==> config.mk <==
export PLATFORM = sky130hd
export DESIGN_NAME = io_bridge
export DESIGN_NICKNAME = d
export VERILOG_FILES = /design/src/rtl/io_bridge.sv
export SDC_FILE = /design/constraint.sdc
export NUM_CORES = 1
export LEC_CHECK = 0
export ABC_AREA = 1
export CELL_PAD_IN_SITES_DETAIL_PLACEMENT = 1
export CELL_PAD_IN_SITES_GLOBAL_PLACEMENT = 1
export CORE_ASPECT_RATIO = 1.5
export CORE_MARGIN = 1.5
export CORE_UTILIZATION = 35
export DETAILED_ROUTE_END_ITERATION = 7
export GPL_ROUTABILITY_DRIVEN = 0
export PLACE_DENSITY = 0.84
export SETUP_SLACK_MARGIN = 0.02
export SYNTH_ARGS = -nofsm -noshare
export SYNTH_HDL_FRONTEND = slang
export SYNTH_SLANG_ARGS = --single-unit
==> constraint.sdc <==
create_clock -name clk -period 2.7 [get_ports clk]
set_clock_uncertainty 0.15 [all_clocks]
set_input_delay 0.54 -clock clk [delete_from_list [all_inputs] [get_ports clk]]
set_output_delay 0.54 -clock clk [all_outputs]
set_load 0.05 [all_outputs]
==> src/rtl/io_bridge.sv <==
// Peripheral bridge: interval timer, LED register and switch/irq synchronizers on the CPU bus.
// Reads are combinational (zero latency), writes land on the strobe edge; no backpressure.
module io_bridge #(
  parameter logic [31:0] TIMER_BASE = 32'h0000_7F00,
  parameter logic [31:0] LED_ADDR   = 32'h0000_7F10,
  parameter logic [31:0] SW_ADDR    = 32'h0000_7F14
) (
  input  logic        clk,
  input  logic        rst,
  input  logic [29:0] PrAddr,
  input  logic [31:0] PrWD,
  input  logic [3:0]  PrBE,
  input  logic        IOWrite,
  output logic [31:0] PrRD,
  output logic [5:0]  HWInt,
  input  logic [31:0] sw_in,
  output logic [31:0] led_out,
  input  logic        ext_irq
);

  localparam logic [31:0] PRESET_BYTE = TIMER_BASE + 32'd4;
  localparam logic [31:0] COUNT_BYTE  = TIMER_BASE + 32'd8;
  localparam logic [29:0] A_CTRL   = TIMER_BASE[31:2];
  localparam logic [29:0] A_PRESET = PRESET_BYTE[31:2];
  localparam logic [29:0] A_COUNT  = COUNT_BYTE[31:2];
  localparam logic [29:0] A_LED    = LED_ADDR[31:2];
  localparam logic [29:0] A_SW     = SW_ADDR[31:2];

  typedef enum logic [1:0] {S_IDLE, S_LOAD, S_CNT, S_INT} state_t;

  state_t      state, state_nxt;
  logic [3:0]  ctrl;
  logic [31:0] preset, count, count_nxt, led;
  logic [31:0] sw_s1, sw_s2;
  logic        ext_s1, ext_s2;
  logic        irq_pending, irq_set, en_clr;
  logic        wr_ctrl, wr_preset, wr_led;

  wire       en     = ctrl[0];
  wire [1:0] mode   = ctrl[2:1];
  wire       im     = ctrl[3];
  wire       reload = (mode == 2'b01);

  assign wr_ctrl   = IOWrite && (PrAddr == A_CTRL);
  assign wr_preset = IOWrite && (PrAddr == A_PRESET);
  assign wr_led    = IOWrite && (PrAddr == A_LED);

  function automatic logic [31:0] merge_bytes(input logic [31:0] old,
                                              input logic [31:0] wd,
                                              input logic [3:0]  be);
    logic [31:0] r;
    r = old;
    for (int i = 0; i < 4; i++)
      if (be[i]) r[8*i +: 8] = wd[8*i +: 8];
    return r;
  endfunction

  always_comb begin
    state_nxt = state;
    count_nxt = count;
    irq_set   = 1'b0;
    en_clr    = 1'b0;
    case (state)
      S_IDLE: if (en) state_nxt = S_LOAD;
      S_LOAD: begin
        count_nxt = preset;
        state_nxt = S_CNT;
      end
      S_CNT: begin
        if (!en) begin
          state_nxt = S_IDLE;
        end else if (count <= 32'd1) begin
          count_nxt = '0;
          state_nxt = S_INT;
        end else begin
          count_nxt = count - 32'd1;
        end
      end
      S_INT: begin
        if (reload) begin
          state_nxt = S_LOAD;
        end else begin
          irq_set   = 1'b1;
          en_clr    = 1'b1;
          state_nxt = S_IDLE;
        end
      end
      default: state_nxt = S_IDLE;
    endcase
  end

  always_ff @(posedge clk or negedge rst) begin
    if (!rst) begin
      state       <= S_IDLE;
      ctrl        <= '0;
      preset      <= '0;
      count       <= '0;
      led         <= '0;
      sw_s1       <= '0;
      sw_s2       <= '0;
      ext_s1      <= 1'b0;
      ext_s2      <= 1'b0;
      irq_pending <= 1'b0;
    end else begin
      state <= state_nxt;
      count <= count_nxt;
      // A CPU write to CTRL overrides the FSM's one-shot enable clear.
      if (wr_ctrl && PrBE[0]) ctrl <= PrWD[3:0];
      else if (en_clr)        ctrl <= {ctrl[3:1], 1'b0};
      if (wr_preset) preset <= merge_bytes(preset, PrWD, PrBE);
      if (wr_led)    led    <= merge_bytes(led, PrWD, PrBE);
      if (wr_ctrl || wr_preset) irq_pending <= 1'b0;
      else if (irq_set)         irq_pending <= 1'b1;
      sw_s1  <= sw_in;
      sw_s2  <= sw_s1;
      ext_s1 <= ext_irq;
      ext_s2 <= ext_s1;
    end
  end

  always_comb begin
    PrRD = '0;
    case (PrAddr)
      A_CTRL:   PrRD = {28'b0, ctrl};
      A_PRESET: PrRD = preset;
      A_COUNT:  PrRD = count;
      A_LED:    PrRD = led;
      A_SW:     PrRD = sw_s2;
      default:  PrRD = '0;
    endcase
  end

  assign HWInt   = {4'b0000, ext_s2,
                    reload ? (im && state == S_INT) : (irq_pending && im)};
  assign led_out = led;

endmodule

Word level (Yosys, flattened, before mapping):

Index checks and enable logic that the tools add are counted.

* flip-flop bits (word level): 169
* bits in latches: 0
* bits in writable memories: 0
* bits in read-only memories: 0
* input bits: 102
* output and inout port bits: 70
* logic and storage cells: 68
* memories kept: 0

* add/subtract/negate cells: 1
* multipliers: 0
* divide/modulo/power cells: 0
* magnitude comparators: 1
* equal/unequal tests: 12
* shifts and indexed selects: 0
* muxes and demuxes: 16
* bitwise operators: 0
* reduce and logical (&&, ||, !) cells: 21

Operators with widths (count)
* one-hot mux 32 bit (5 select lines): 1
* == test 30 x 13 -> 1 bit, second input constant: 5
* 2-to-1 mux 32 bit: 2
* one-hot mux 32 bit (2 select lines): 1
* <= comparator 32 x 1 -> 1 bit, second input constant: 1
* subtractor 32 x 1 -> 32 bit, second input constant: 1
* AND reduction 2 bit: 10
* one-hot mux 2 bit (4 select lines): 1
* 2-to-1 mux 1 bit: 7
* logical AND 1 bit: 6
* 2-to-1 mux 2 bit: 3
* nonzero test 2 bit: 3
* == test 2 x 1 -> 1 bit, second input constant: 2
* == test 2 bit, second input constant: 2
* 2-to-1 mux 4 bit: 1
* != test 2 bit, second input constant: 2
* != test 3 bit, second input constant: 1
* logical NOT 2 bit: 1
* logical OR 1 bit: 1

Longest topological paths before layout:

* word-level depth: 5
* gate-level depth with buffers: 12
* gate-level depth less buffers: 12

Least setup slack after synthesis:

OpenSTA, ideal clock, no wires.

* path kind: input to output
* start: input port PrAddr[21]
* end: output port PrRD[12]
* arrival: 2.060 ns
* required time: 2.010 ns
* path slack: -0.050 ns
* stages on the path: 7
* buffers on the path: 2
* cells stage by stage: or2_1 or2_1 nor2_2 buf_2 buf_2 nand3_1 nand4_1

* cells in the longest elaborated chain, start to end: 2
* elaborated cells between the ends (all ways): 6
* classes of those cells: eq/ne: 5; mux: 1

Ends and longest elaborated chain
* start: declaration: line 10 `input logic [29:0] PrAddr,`
* == test 30 x 13 -> 1 bit: line 123 `case (PrAddr)`
* one-hot mux 32 bit (5 select lines) *: line 123
* end: declaration: line 14 `output logic [31:0] PrRD,`

Every way passes the cells marked *; elsewhere a longest branch is shown, timed or not.

Final worst setup path:

* start: input port PrAddr[11]
* end: output port PrRD[18]

Same word-level chain as after synthesis.

==> impl_results.md <==
- Run status: finished, violations left
- Violations in the final reports: negative setup slack
- Antenna violations before repair: 4
- Crit. End Element: output pin
- CP top delay family: simple AND/OR/NAND/NOR gates
- Horiz. Die Dim: 129 um
- Synthesized instance count: 1062
- Number of standard-cell rows in the floorplan: 69
- Total buffers and inverters traversed by the critical path: 7
- Share of layout cells above drive strength 1: 0.242
- Number of buffers created by CTS: 17
- Top cell type's share of synthesized area: 0.507
- Reg2reg start: count[0]$_DFFE_PN0P_
- FF-to-FF End: count[20]$_DFFE_PN0P_
- First drt pass iteration count: 6
- Largest net degree at the start of global routing: 52
- R2R cell count: 11
- Setup Crit Path Kind: in -> out
- Aggregate global-route resource usage: 0.340
- Number of remaining DRC errors: 0
- Largest cells by area after synthesis: dfrtp_1 51%, nand2_1 14%, nand4_1 7.6%, nand3_1 7.3%, inv_1 4.3%
- Quantity of I/O buffers inserted on ports: 167
- Endpoint with the worst hold slack: sw_s2[24]$_DFF_PN0_
- Critical-path cell with the highest stage delay: nand4_1
- Source of the worst hold timing path: sw_s1[24]$_DFF_PN0_
- First-iteration detailed-routing DRC count: 1322
- Netlist area before placement: 0.00835 sq mm
- Core outline area: 0.0236 sq mm
- Flip-flop and latch count after synthesis: 169
- Total via count after detailed routing: 10600
- Setup Slack @ Placement: -0.480 ns
- Final period utilization: 1.17
- Number of instances on the worst hold path: 0
- Final WS setup: -0.466 ns
- Layout Nets: 1444
- Slack of the worst reg-to-reg path: 0.07 ns
- Final period demand of the worst path: 3.17 ns
- Final Routed Wirelength: 50800 um
- FMAX: 0.316 GHz
- Avg Inst Size Synth: 7.86 sq um
- Relative max-transition margin: 0.430
- Dominant cell type by count on the critical path: buf_12
- Post-detailed-placement half-perimeter wirelength: 23100 um
- HP Class: reg -> reg
- Io pins: 172
- Count of cell types in the netlist: 28
- Maximum clock path buffer count: 2
- Routed Antenna Nets: 0
- Area Growth Syn to Fin: 58.5%
- Arr. time, crit path: 2.48 ns
- Detailed-route wire length per cell: 30.3 um
- Worst path required time: 2.01 ns
- Starting utilization of the core area: 0.354
- Clk root buf: clkbuf_16
- Least-Margin Pin Slew: 0.853 ns
- Wire length of the first global-routing pass: 62300 um
- Setup repair after global routing missed its margin: true
- Share of the core filled with cells: 0.561
- Static leakage: 0.00630 uW
- Highest net fanout along the worst path: 5
- Biggest area consumer among synthesized cells: dfrtp_1
- Sequential-to-total area share from yosys stat: 0.507
- Vias per cell: 6.34
- Post-placement cell area: 0.0111 sq mm
- Final hold violation count: 0
- Number of warnings reported in the yosys synthesis log: 0
- Gr ovfl total: 0
- Cell area power density: 439 mW/mm^2
- Via count of the first global-routing pass: 10400
- Number of max-slew violations in the final report: 0
- Endpoints failing setup: 41
- Peak VDD IR: 0.866 mV
- Clock insertion delay at the later pin of the skew report: 0.47 ns
- Series of cell instances along the critical path: buf_2 -> nand4_1 -> nor3_4 -> nand2_2 -> nor2_4 -> buf_12 -> buf_12 -> buf_12 -> buf_4 -> buf_8 -> nand4_1 -> nand4_1 -> buf_12
- Die area: 0.0248 sq mm
- Clock edge transition at the registers on the reported setup and hold paths: 0.07 ns
- Clock tree from TritonCTS: built
- Largest incremental delay on the critical path: 0.26 ns
- Count of H-tree levels built during CTS: 4
- Startpoint kind of the worst setup timing path: primary input
- Layout Cell Area excl Fill: 0.0132 sq mm
- Total of max-cap violations: 0
- Vertical extent of the die: 192 um
- Number of sinks handled by clock tree synthesis: 169
per-stage QoR:
step                      hold slack (ns)  std cells  total power (uW)  TNS [ns]
after floorplan                    0.0944       1065              2710         0
after global placement              0.182       1545              2960    -20.81
after detailed placement            0.186       1545              2980    -24.04
after CTS                           0.202       1658              5580     -6.44
after global routing                0.213       1675              5880    -12.63
final                               0.207       1676              5800    -13.11
area by class of cell:
type	instances	area [sq um]
diodes	4	10.0
clock buffers	19	453
clock inverters	13	159
fillers	2586	10300
inverters	97	377
multi-input cells	741	3870
flip-flops and latches	169	4230
well taps	319	399
repair buffers	314	3730
cells in the final DEF (no fill, tap or decap), types with 5 or more instances in the layout:
master	instances
nor2_1	59
xor2_1	14
nand4_1	102
o21ai_0	42
nand2_1	299
buf_4	82
nand3_2	23
inv_1	81
dfrtp_1	169
buf_12	57
a21oi_1	5
nand2_2	25
nand3_4	11
inv_2	11
clkdlybuf4s50_1	104
buf_16	5
clkdlybuf4s15_1	10
buf_8	9
nand3_1	95
clkinv_4	5
clkbuf_16	24
nor2_2	8
buf_6	28
buf_2	9
o21ai_1	30
repair_timing:
item                                    in CTS  in global routing
setup buffers                               69                 28
resized for setup                          132                110
pin swaps                                   34                 49
endpoints found under the setup margin      32                 73
endpoints found under the hold margin       43                  0
hold buffers                                 1                  0
gates cloned                                11                 11
state kept, by name, indices dropped and copies added (netlist names):
| register | count |
|---|---|
| ext_s2 | 1 |
| count | 32 |
| sw_s1 | 32 |
| state | 2 |
| ext_s1 | 1 |
| irq_pending | 1 |
| sw_s2 | 32 |
| led_out | 32 |
| ctrl | 4 |
| preset | 32 |
synthesized netlist by cell type, drive strengths merged:
cell,number
dfrtp,169
nand4,103
nor2,72
or2,3
nor3,6
buf,33
nor3b,1
conb,1
nand2,324
xor2,14
inv,96
nand3,125
a21oi,6
clkinv,1
ha,2
clkbuf,29
o21ai,75
xnor2,2
where the power goes:
group / internal (uW) / switching (uW) / leakage [uW]
sequential: 2580 / 33.5 / 0.00220
combinational: 226 / 249 / 0.00380
clock: 1440 / 1270 / 0.000295
total: 4250 / 1560 / 0.00630
worst register-to-register path: stages, from the launching register on:
cell,delay (ns)
dfrtp_1,0.38
inv_1,0.12
ha_1,0.25
nand2_1,0.13
nor2_2,0.09
nand2_1,0.09
nand2_1,0.09
a21oi_2,0.58
nand2_1,0.22
nand2_1,0.15
nand2_1,0.06
o21ai_0,0.18
metal layers:
metal,vias to the layer above,GRT usage,share of wire
li1,4066,-,-
met1,5109,0.379,0.33
met2,1007,0.588,0.47
met3,440,0.0646,0.10
met4,2,0.220,0.10
met5,-,0,0.00012
worst max-delay path by stage:
| stage | start | end | cells after the start |
|---|---|---|---|
| finish | PrAddr[11] | PrRD[18] | 13 |
| global route | PrAddr[22] | PrRD[0] | 15 |
| CTS | PrAddr[21] | PrRD[2] | 13 |
| detailed placement | PrAddr[29] | PrRD[25] | 10 |
| global placement | PrAddr[29] | PrRD[15] | 10 |
| floorplan | PrAddr[29] | PrRD[14] | 8 |
kinds of logic (layout without fill, tap and decap cells):
family,Yosys count,after routing,synth area share
AOI/OAI and AO/OA,81,81,0.0486
xor gates and xnor gates,16,16,0.0168
and+or+nand+nor,634,638,0.345
other,1,8,0.000449
DFF,169,169,0.507
adders and majority gates,2,2,0.00300
buffers and inverters,159,443,0.0799
(Power assumes the default switching activity.)
